`src/rtl/hazard_ctrl_pkg.sv`:
```
// Shared types for the pipeline hazard / run-control unit: run-FSM encoding,
// EX forward-select codes and the register-match rule.
package hazard_ctrl_pkg;

    typedef enum logic [1:0] {
        ST_RUN   = 2'd0,
        ST_DRAIN = 2'd1,
        ST_DUMP  = 2'd2,
        ST_HALT  = 2'd3
    } run_state_e;

    localparam logic [1:0] FWD_RF  = 2'b00;
    localparam logic [1:0] FWD_WB  = 2'b01;
    localparam logic [1:0] FWD_MEM = 2'b10;

    // $0 is hard-wired zero, so a source of 0 never depends on anything.
    function automatic logic reg_match(input logic [4:0] src, input logic [4:0] dst);
        return (src != 5'd0) && (src == dst);
    endfunction

endpackage

```
`src/rtl/hazard_ctrl_detect.sv`:
```
// Purely combinational forwarding and stall equations for the ID/EX stages.
module hazard_detect
    import hazard_ctrl_pkg::*;
(
    input  logic       branch_i,
    input  logic [4:0] rs_d_i,
    input  logic [4:0] rt_d_i,
    input  logic [4:0] rs_e_i,
    input  logic [4:0] rt_e_i,
    input  logic [4:0] write_reg_e_i,
    input  logic [4:0] write_reg_m_i,
    input  logic [4:0] write_reg_w_i,
    input  logic       reg_write_e_i,
    input  logic       reg_write_m_i,
    input  logic       reg_write_w_i,
    input  logic       mem_to_reg_e_i,
    input  logic       mem_to_reg_m_i,
    output logic       forward_ad_o,
    output logic       forward_bd_o,
    output logic [1:0] forward_ae_o,
    output logic [1:0] forward_be_o,
    output logic       lw_stall_o,
    output logic       br_stall_o
);

    function automatic logic [1:0] ex_select(input logic [4:0] src);
        if (reg_write_m_i && reg_match(src, write_reg_m_i))
            return FWD_MEM;
        else if (reg_write_w_i && reg_match(src, write_reg_w_i))
            return FWD_WB;
        else
            return FWD_RF;
    endfunction

    logic ex_dep;
    logic mem_load_dep;

    assign forward_ae_o = ex_select(rs_e_i);
    assign forward_be_o = ex_select(rt_e_i);

    assign forward_ad_o = reg_write_m_i && reg_match(rs_d_i, write_reg_m_i);
    assign forward_bd_o = reg_write_m_i && reg_match(rt_d_i, write_reg_m_i);

    assign lw_stall_o = mem_to_reg_e_i &&
                        (reg_match(rs_d_i, rt_e_i) || reg_match(rt_d_i, rt_e_i));

    // A branch compares in ID, so it must wait for any EX result and for a load still in MEM.
    assign ex_dep       = reg_write_e_i &&
                          (reg_match(rs_d_i, write_reg_e_i) || reg_match(rt_d_i, write_reg_e_i));
    assign mem_load_dep = mem_to_reg_m_i &&
                          (reg_match(rs_d_i, write_reg_m_i) || reg_match(rt_d_i, write_reg_m_i));
    assign br_stall_o   = branch_i && (ex_dep || mem_load_dep);

endmodule

```
`src/rtl/hazard_ctrl.sv`:
```
// Hazard resolution plus run control: detects end of program, drains the pipe,
// pulses a register dump, halts, and keeps saturating stall statistics.
module hazard_ctrl
    import hazard_ctrl_pkg::*;
#(
    parameter int IDLE_LIMIT   = 5,
    parameter int DRAIN_CYCLES = 3,
    parameter int CNT_W        = 16
) (
    input  logic             clk,
    input  logic             rst_n,
    input  logic             instr_valid_d,
    input  logic             branch_d,
    input  logic             pcsrc_d,
    input  logic [4:0]       rs_d,
    input  logic [4:0]       rt_d,
    input  logic [4:0]       rs_e,
    input  logic [4:0]       rt_e,
    input  logic [4:0]       write_reg_e,
    input  logic [4:0]       write_reg_m,
    input  logic [4:0]       write_reg_w,
    input  logic             reg_write_e,
    input  logic             reg_write_m,
    input  logic             reg_write_w,
    input  logic             mem_to_reg_e,
    input  logic             mem_to_reg_m,
    output logic             stall_f,
    output logic             stall_d,
    output logic             flush_d,
    output logic             flush_e,
    output logic             forward_ad,
    output logic             forward_bd,
    output logic [1:0]       forward_ae,
    output logic [1:0]       forward_be,
    output logic             dump_regs,
    output logic             halt,
    output logic [CNT_W-1:0] lw_stall_cnt,
    output logic [CNT_W-1:0] br_stall_cnt
);

    localparam int IDLE_W  = (IDLE_LIMIT   > 1) ? $clog2(IDLE_LIMIT)   : 1;
    localparam int DRAIN_W = (DRAIN_CYCLES > 1) ? $clog2(DRAIN_CYCLES) : 1;
    localparam logic [IDLE_W-1:0]  IDLE_LAST  = IDLE_W'(IDLE_LIMIT - 1);
    localparam logic [DRAIN_W-1:0] DRAIN_LAST = DRAIN_W'(DRAIN_CYCLES - 1);

    run_state_e         state_q, state_d;
    logic [IDLE_W-1:0]  idle_cnt_q, idle_cnt_d;
    logic [DRAIN_W-1:0] drain_cnt_q, drain_cnt_d;
    logic [CNT_W-1:0]   lw_cnt_q, lw_cnt_d;
    logic [CNT_W-1:0]   br_cnt_q, br_cnt_d;

    logic lw_stall;
    logic br_stall;
    logic running;
    logic hold;

    hazard_detect u_detect (
        .branch_i       (branch_d),
        .rs_d_i         (rs_d),
        .rt_d_i         (rt_d),
        .rs_e_i         (rs_e),
        .rt_e_i         (rt_e),
        .write_reg_e_i  (write_reg_e),
        .write_reg_m_i  (write_reg_m),
        .write_reg_w_i  (write_reg_w),
        .reg_write_e_i  (reg_write_e),
        .reg_write_m_i  (reg_write_m),
        .reg_write_w_i  (reg_write_w),
        .mem_to_reg_e_i (mem_to_reg_e),
        .mem_to_reg_m_i (mem_to_reg_m),
        .forward_ad_o   (forward_ad),
        .forward_bd_o   (forward_bd),
        .forward_ae_o   (forward_ae),
        .forward_be_o   (forward_be),
        .lw_stall_o     (lw_stall),
        .br_stall_o     (br_stall)
    );

    assign running = (state_q == ST_RUN);

    // Outside RUN the front end is frozen and EX only ever receives bubbles.
    assign hold      = running ? (lw_stall || br_stall) : 1'b1;
    assign stall_f   = hold;
    assign stall_d   = hold;
    assign flush_e   = hold;
    assign flush_d   = pcsrc_d && !hold;
    assign dump_regs = (state_q == ST_DUMP);
    assign halt      = (state_q == ST_HALT);

    // NOTE: every always_comb output gets a default first so no path leaves it
    // unassigned; otherwise synthesis infers a latch to hold the old value.
    always_comb begin
        state_d     = state_q;
        idle_cnt_d  = idle_cnt_q;
        drain_cnt_d = drain_cnt_q;
        unique case (state_q)
            ST_RUN: begin
                if (instr_valid_d) begin
                    idle_cnt_d = '0;
                end else if (idle_cnt_q == IDLE_LAST) begin
                    state_d     = ST_DRAIN;
                    idle_cnt_d  = '0;
                    drain_cnt_d = '0;
                end else begin
                    idle_cnt_d = idle_cnt_q + 1'b1;
                end
            end
            ST_DRAIN: begin
                if (drain_cnt_q == DRAIN_LAST)
                    state_d = ST_DUMP;
                else
                    drain_cnt_d = drain_cnt_q + 1'b1;
            end
            ST_DUMP: state_d = ST_HALT;
            ST_HALT: state_d = ST_HALT;
            default: state_d = ST_RUN;
        endcase
    end

    // A cycle with both hazards is one stall, attributed to the load.
    always_comb begin
        lw_cnt_d = lw_cnt_q;
        br_cnt_d = br_cnt_q;
        if (running && lw_stall && (lw_cnt_q != '1))
            lw_cnt_d = lw_cnt_q + 1'b1;
        if (running && br_stall && !lw_stall && (br_cnt_q != '1))
            br_cnt_d = br_cnt_q + 1'b1;
    end

    // NOTE: state is updated with non-blocking assignments so every register
    // samples the pre-edge values, independent of statement order.
    always_ff @(posedge clk or negedge rst_n) begin
        if (!rst_n) begin
            state_q     <= ST_RUN;
            idle_cnt_q  <= '0;
            drain_cnt_q <= '0;
            lw_cnt_q    <= '0;
            br_cnt_q    <= '0;
        end else begin
            state_q     <= state_d;
            idle_cnt_q  <= idle_cnt_d;
            drain_cnt_q <= drain_cnt_d;
            lw_cnt_q    <= lw_cnt_d;
            br_cnt_q    <= br_cnt_d;
        end
    end

    assign lw_stall_cnt = lw_cnt_q;
    assign br_stall_cnt = br_cnt_q;

endmodule

```
`config.mk`:
```
export PLATFORM = sky130hd
export DESIGN_NAME = hazard_ctrl
export DESIGN_NICKNAME = d
export VERILOG_FILES = /design/src/rtl/hazard_ctrl_pkg.sv /design/src/rtl/hazard_ctrl_detect.sv /design/src/rtl/hazard_ctrl.sv
export SDC_FILE = /design/constraint.sdc
export NUM_CORES = 1
export LEC_CHECK = 0
export CAP_MARGIN = 0
export CORE_UTILIZATION = 48
export CTS_BUF_LIST = sky130_fd_sc_hd__clkbuf_4 sky130_fd_sc_hd__clkbuf_8
export DETAILED_ROUTE_END_ITERATION = 8
export HOLD_SLACK_MARGIN = 0.03
export PLACE_DENSITY = 0.81
export SETUP_SLACK_MARGIN = 0.3
export SLEW_MARGIN = 0
export SYNTH_ARGS = -nofsm -noshare
export SYNTH_HDL_FRONTEND = slang
export SYNTH_SLANG_ARGS = --single-unit
```
`constraint.sdc`:
```
create_clock -name clk -period 3.9 [get_ports clk]
set_clock_uncertainty 0.1 [all_clocks]
set_input_delay 0.975 -clock clk [delete_from_list [all_inputs] [get_ports clk]]
set_output_delay 0.975 -clock clk [all_outputs]
set_load 0.01 [all_outputs]
```
==> results_dict.tcl <==
set metrics [dict create \
    timing.max_slew.rel_slack_pct 41.9 \
    worst_r2r_path_depth 8 \
    worst_setup_path_start_kind "input port" \
    syn_area_um2 2690 \
    final_cell_area_um2 3990 \
    crit_path_end_kind "output pin" \
    hpwl_um 5420 \
    route.vias.total 2469 \
    vdd_drop_max_v 0.000167 \
    floorplan.core_area_um2 5240 \
    drt_iter0_drc 93 \
    edff_count_synth 0 \
    hold_path_depth 1 \
    clock_transition_time_at_the_flip_flop_clock_pins_of_the_worst_setup_and_hold_paths_ns 0.06 \
    vert_die_dim_um 76.8 \
    grt_overflow_total 0 \
    fp.dieArea_um2 5900 \
    placedInstanceArea_um2 3850 \
    grt_usage_pct 25.2 \
    layout-area-overhead-vs-synth_pct 48.4 \
    synth_nets 328 \
    ys.flop_type "sky130_fd_sc_hd__dfrtp_1" \
    clk_root_buffer_cell "sky130_fd_sc_hd__clkbuf_8" \
    chipWidth_um 76.8 \
    synth_sequential_area_ratio_pct 36.3 \
    grt_first_pass_wirelength_um 11700 \
    required_time_reported_for_the_critical_path_endpoint_ns 2.82 \
    cts_htree_levels 2 \
    post_drt_wl_per_cell_um 15.2 \
    numPlacedInstances 459 \
    post-route-worst-setup-slack_ns 0.274 \
    top_level_ports 89 \
    routabilityCongestion 0.994 \
    setup_viol 0 \
    grt_antenna_before_repair 0 \
    postRouteWirelength_um 7120 \
    synth-seq-cells 39 \
    period_share_pct 93.0 \
    cts.path.max_buffers 2 \
    max_freq_mhz 276 \
    drcViolationCount 0 \
    cp_max_fo 4 \
    synth.yosys.warnings 0 \
    power.leakage_uw 0.00176 \
    ant_nets 0 \
    dpl_worst_slack_ns -0.428 \
    antenna_cells 0 \
    mean_instance_size_in_the_synthesized_netlist_um2 9.66 \
    power-per-cell-area_nw_per_um2 241 \
    timing.max_cap.violations 0 \
    finalHoldViolCount 0 \
    final_sum_of_negative_setup_slack_ns 0 \
    layout-drive-gt1-share_pct 22.9 \
    cell_count_after_synthesis 278 \
    final_cells 467 \
    vias_in_the_first_global_route 2441 \
    synthDistinctLibCells 42 \
    run_status "complete, no violations" \
    final_net_count 448 \
    asyncSetResetFlopFracSynth_pct 100 \
    tritoncts "yes" \
    critPathArrivalTime_ns 2.55 \
    numClockSinks 39 \
    cts_inserted_buffers 5 \
    ctsHoldBuffers 0 \
    initial_core_util_pct 51.3 \
    crit_type "input port to output pin" \
    pin_count_of_the_biggest_net_entering_global_routing 40 \
    detailed_routing_iteration_count_for_the_pre_antenna_repair_pass 4 \
    fin_crit_ns 3.63 \
    hold_class "flip-flop to flip-flop" \
    timing.final.max_slew_violations 0 \
    clk-insertion-delay-late_ns 0.29 \
    portBuffers 88 \
    hold_ws_ns 0.402 \
    timing_worst_slew_pin_value_ns 0.872 \
    viasPerCell 5.29 \
    grt_setup_unrepaired "true" \
    fp-row-count 26 \
]
-- power by group --
group	internal (uW)	switching, uW	total [uW]
combinational	135	124	259
clock	119	133	252
sequential	428	23.3	452
total	682	280	962
-- flip-flops by register name, indices dropped and copies added (netlist names) --
| name | cells |
|---|---|
| drain_cnt_q | 2 |
| lw_stall_cnt | 16 |
| br_stall_cnt | 16 |
| state_q | 2 |
| idle_cnt_q | 3 |
-- critical path, stage by stage --
cell and delay, ns:
sky130_fd_sc_hd__buf_2 0.11, sky130_fd_sc_hd__or4_4 0.54, sky130_fd_sc_hd__nor2_4 0.18, sky130_fd_sc_hd__nor4_2 0.07
sky130_fd_sc_hd__o211a_1 0.26, sky130_fd_sc_hd__nor2_2 0.12, sky130_fd_sc_hd__and3_4 0.19, sky130_fd_sc_hd__buf_6 0.10
-- cells in the final DEF (no fill, tap or decap), drive strengths merged, types with 2 or more instances in the layout --
master          n
ha              5
o21ai           8
dfrtp          39
xnor2          51
and3           10
inv             5
nand3          24
mux2            2
or2             2
clkdlybuf4s50  48
xor2           29
buf            51
nor4           10
clkbuf          6
nand4          11
and2            4
a21oi           3
o211a           2
dlygate4sd2    23
nand2          14
and4            2
nor2           21
clkdlybuf4s15   2
nor3           10
or4             4
-- layer usage --
metal | GRT usage, % | vias to the layer above | share of wire (%)
li1 | - | 1193 | -
met1 | 32.9 | 1197 | 45
met2 | 40.9 | 69 | 48
met3 | 5.83 | 10 | 5.4
met4 | 8.85 | 0 | 1.7
met5 | 0 | - | 0
-- final timing paths --
kind / start / to / slack (ns)
worst max-delay path: rt_d[4] / flush_d / 0.27
worst min-delay path: lw_stall_cnt[4]$_DFFE_PN0P_ / lw_stall_cnt[4]$_DFFE_PN0P_ / 0.40
worst max register to register: br_stall_cnt[0]$_DFFE_PN0P_ / br_stall_cnt[15]$_DFFE_PN0P_ / 1.41
worst min register to register: lw_stall_cnt[4]$_DFFE_PN0P_ / lw_stall_cnt[4]$_DFFE_PN0P_ / 0.40
max in group asynchronous: rst_n / lw_stall_cnt[3]$_DFFE_PN0P_ / 2.45
min in group asynchronous: rst_n / state_q[1]$_DFFE_PN0P_ / 0.69
-- timing repair --
item                                    CTS  global route
gates cloned                              0             0
pin swaps                                16            14
gates resized for setup                  90            15
setup buffers                             0             2
endpoints found under the setup margin   10             9
-- cell usage after synthesis (3+ instances only) --
master / number / area [um2]
sky130_fd_sc_hd__and2_1: 4 / 25.0
sky130_fd_sc_hd__a21oi_1: 3 / 15.0
sky130_fd_sc_hd__dfrtp_1: 39 / 976
sky130_fd_sc_hd__nor3_1: 5 / 25.0
sky130_fd_sc_hd__clkbuf_1: 7 / 26.3
sky130_fd_sc_hd__nand2_1: 14 / 52.6
sky130_fd_sc_hd__nor4_1: 8 / 50.1
sky130_fd_sc_hd__o21ai_0: 7 / 35.0
sky130_fd_sc_hd__nor3_2: 5 / 50.1
sky130_fd_sc_hd__nor2_1: 19 / 71.3
sky130_fd_sc_hd__inv_1: 5 / 18.8
sky130_fd_sc_hd__ha_1: 5 / 62.6
sky130_fd_sc_hd__xnor2_1: 51 / 447
sky130_fd_sc_hd__and3_1: 9 / 56.3
sky130_fd_sc_hd__nand3_1: 24 / 120
sky130_fd_sc_hd__xor2_1: 29 / 254
sky130_fd_sc_hd__nand4_1: 11 / 68.8
-- final cells by class --
| cell class | instances | area (um2) |
|---|---|---|
| clock buffers | 5 | 68.8 |
| clock inverters | 1 | 7.51 |
| fillers | 382 | 1250 |
| inverters | 5 | 18.8 |
| multi-input cells | 221 | 1720 |
| flip-flops and latches | 39 | 976 |
| well taps | 70 | 87.6 |
| repair buffers | 126 | 1110 |
-- metrics by stage --
step | power [uW] | util [%]
floorplan | 578 | -
global placement | 704 | 73.4
detailed placement | 714 | 73.4
CTS | 963 | 74.5
global route | 1020 | 76.1
finish | 962 | 76.1
-- cells by family (layout without fill, tap and decap cells) --
kind of cell	Yosys count	count (layout)	synth area share, %
fa+ha+maj	5	5	2.33
compound gates	17	17	5.50
flops	39	39	36.3
simple gates	117	117	25.5
mux	2	2	0.839
buf+inv	18	137	3.40
xor+xnor	80	80	26.1
Power figures use the tool's default switching activity.
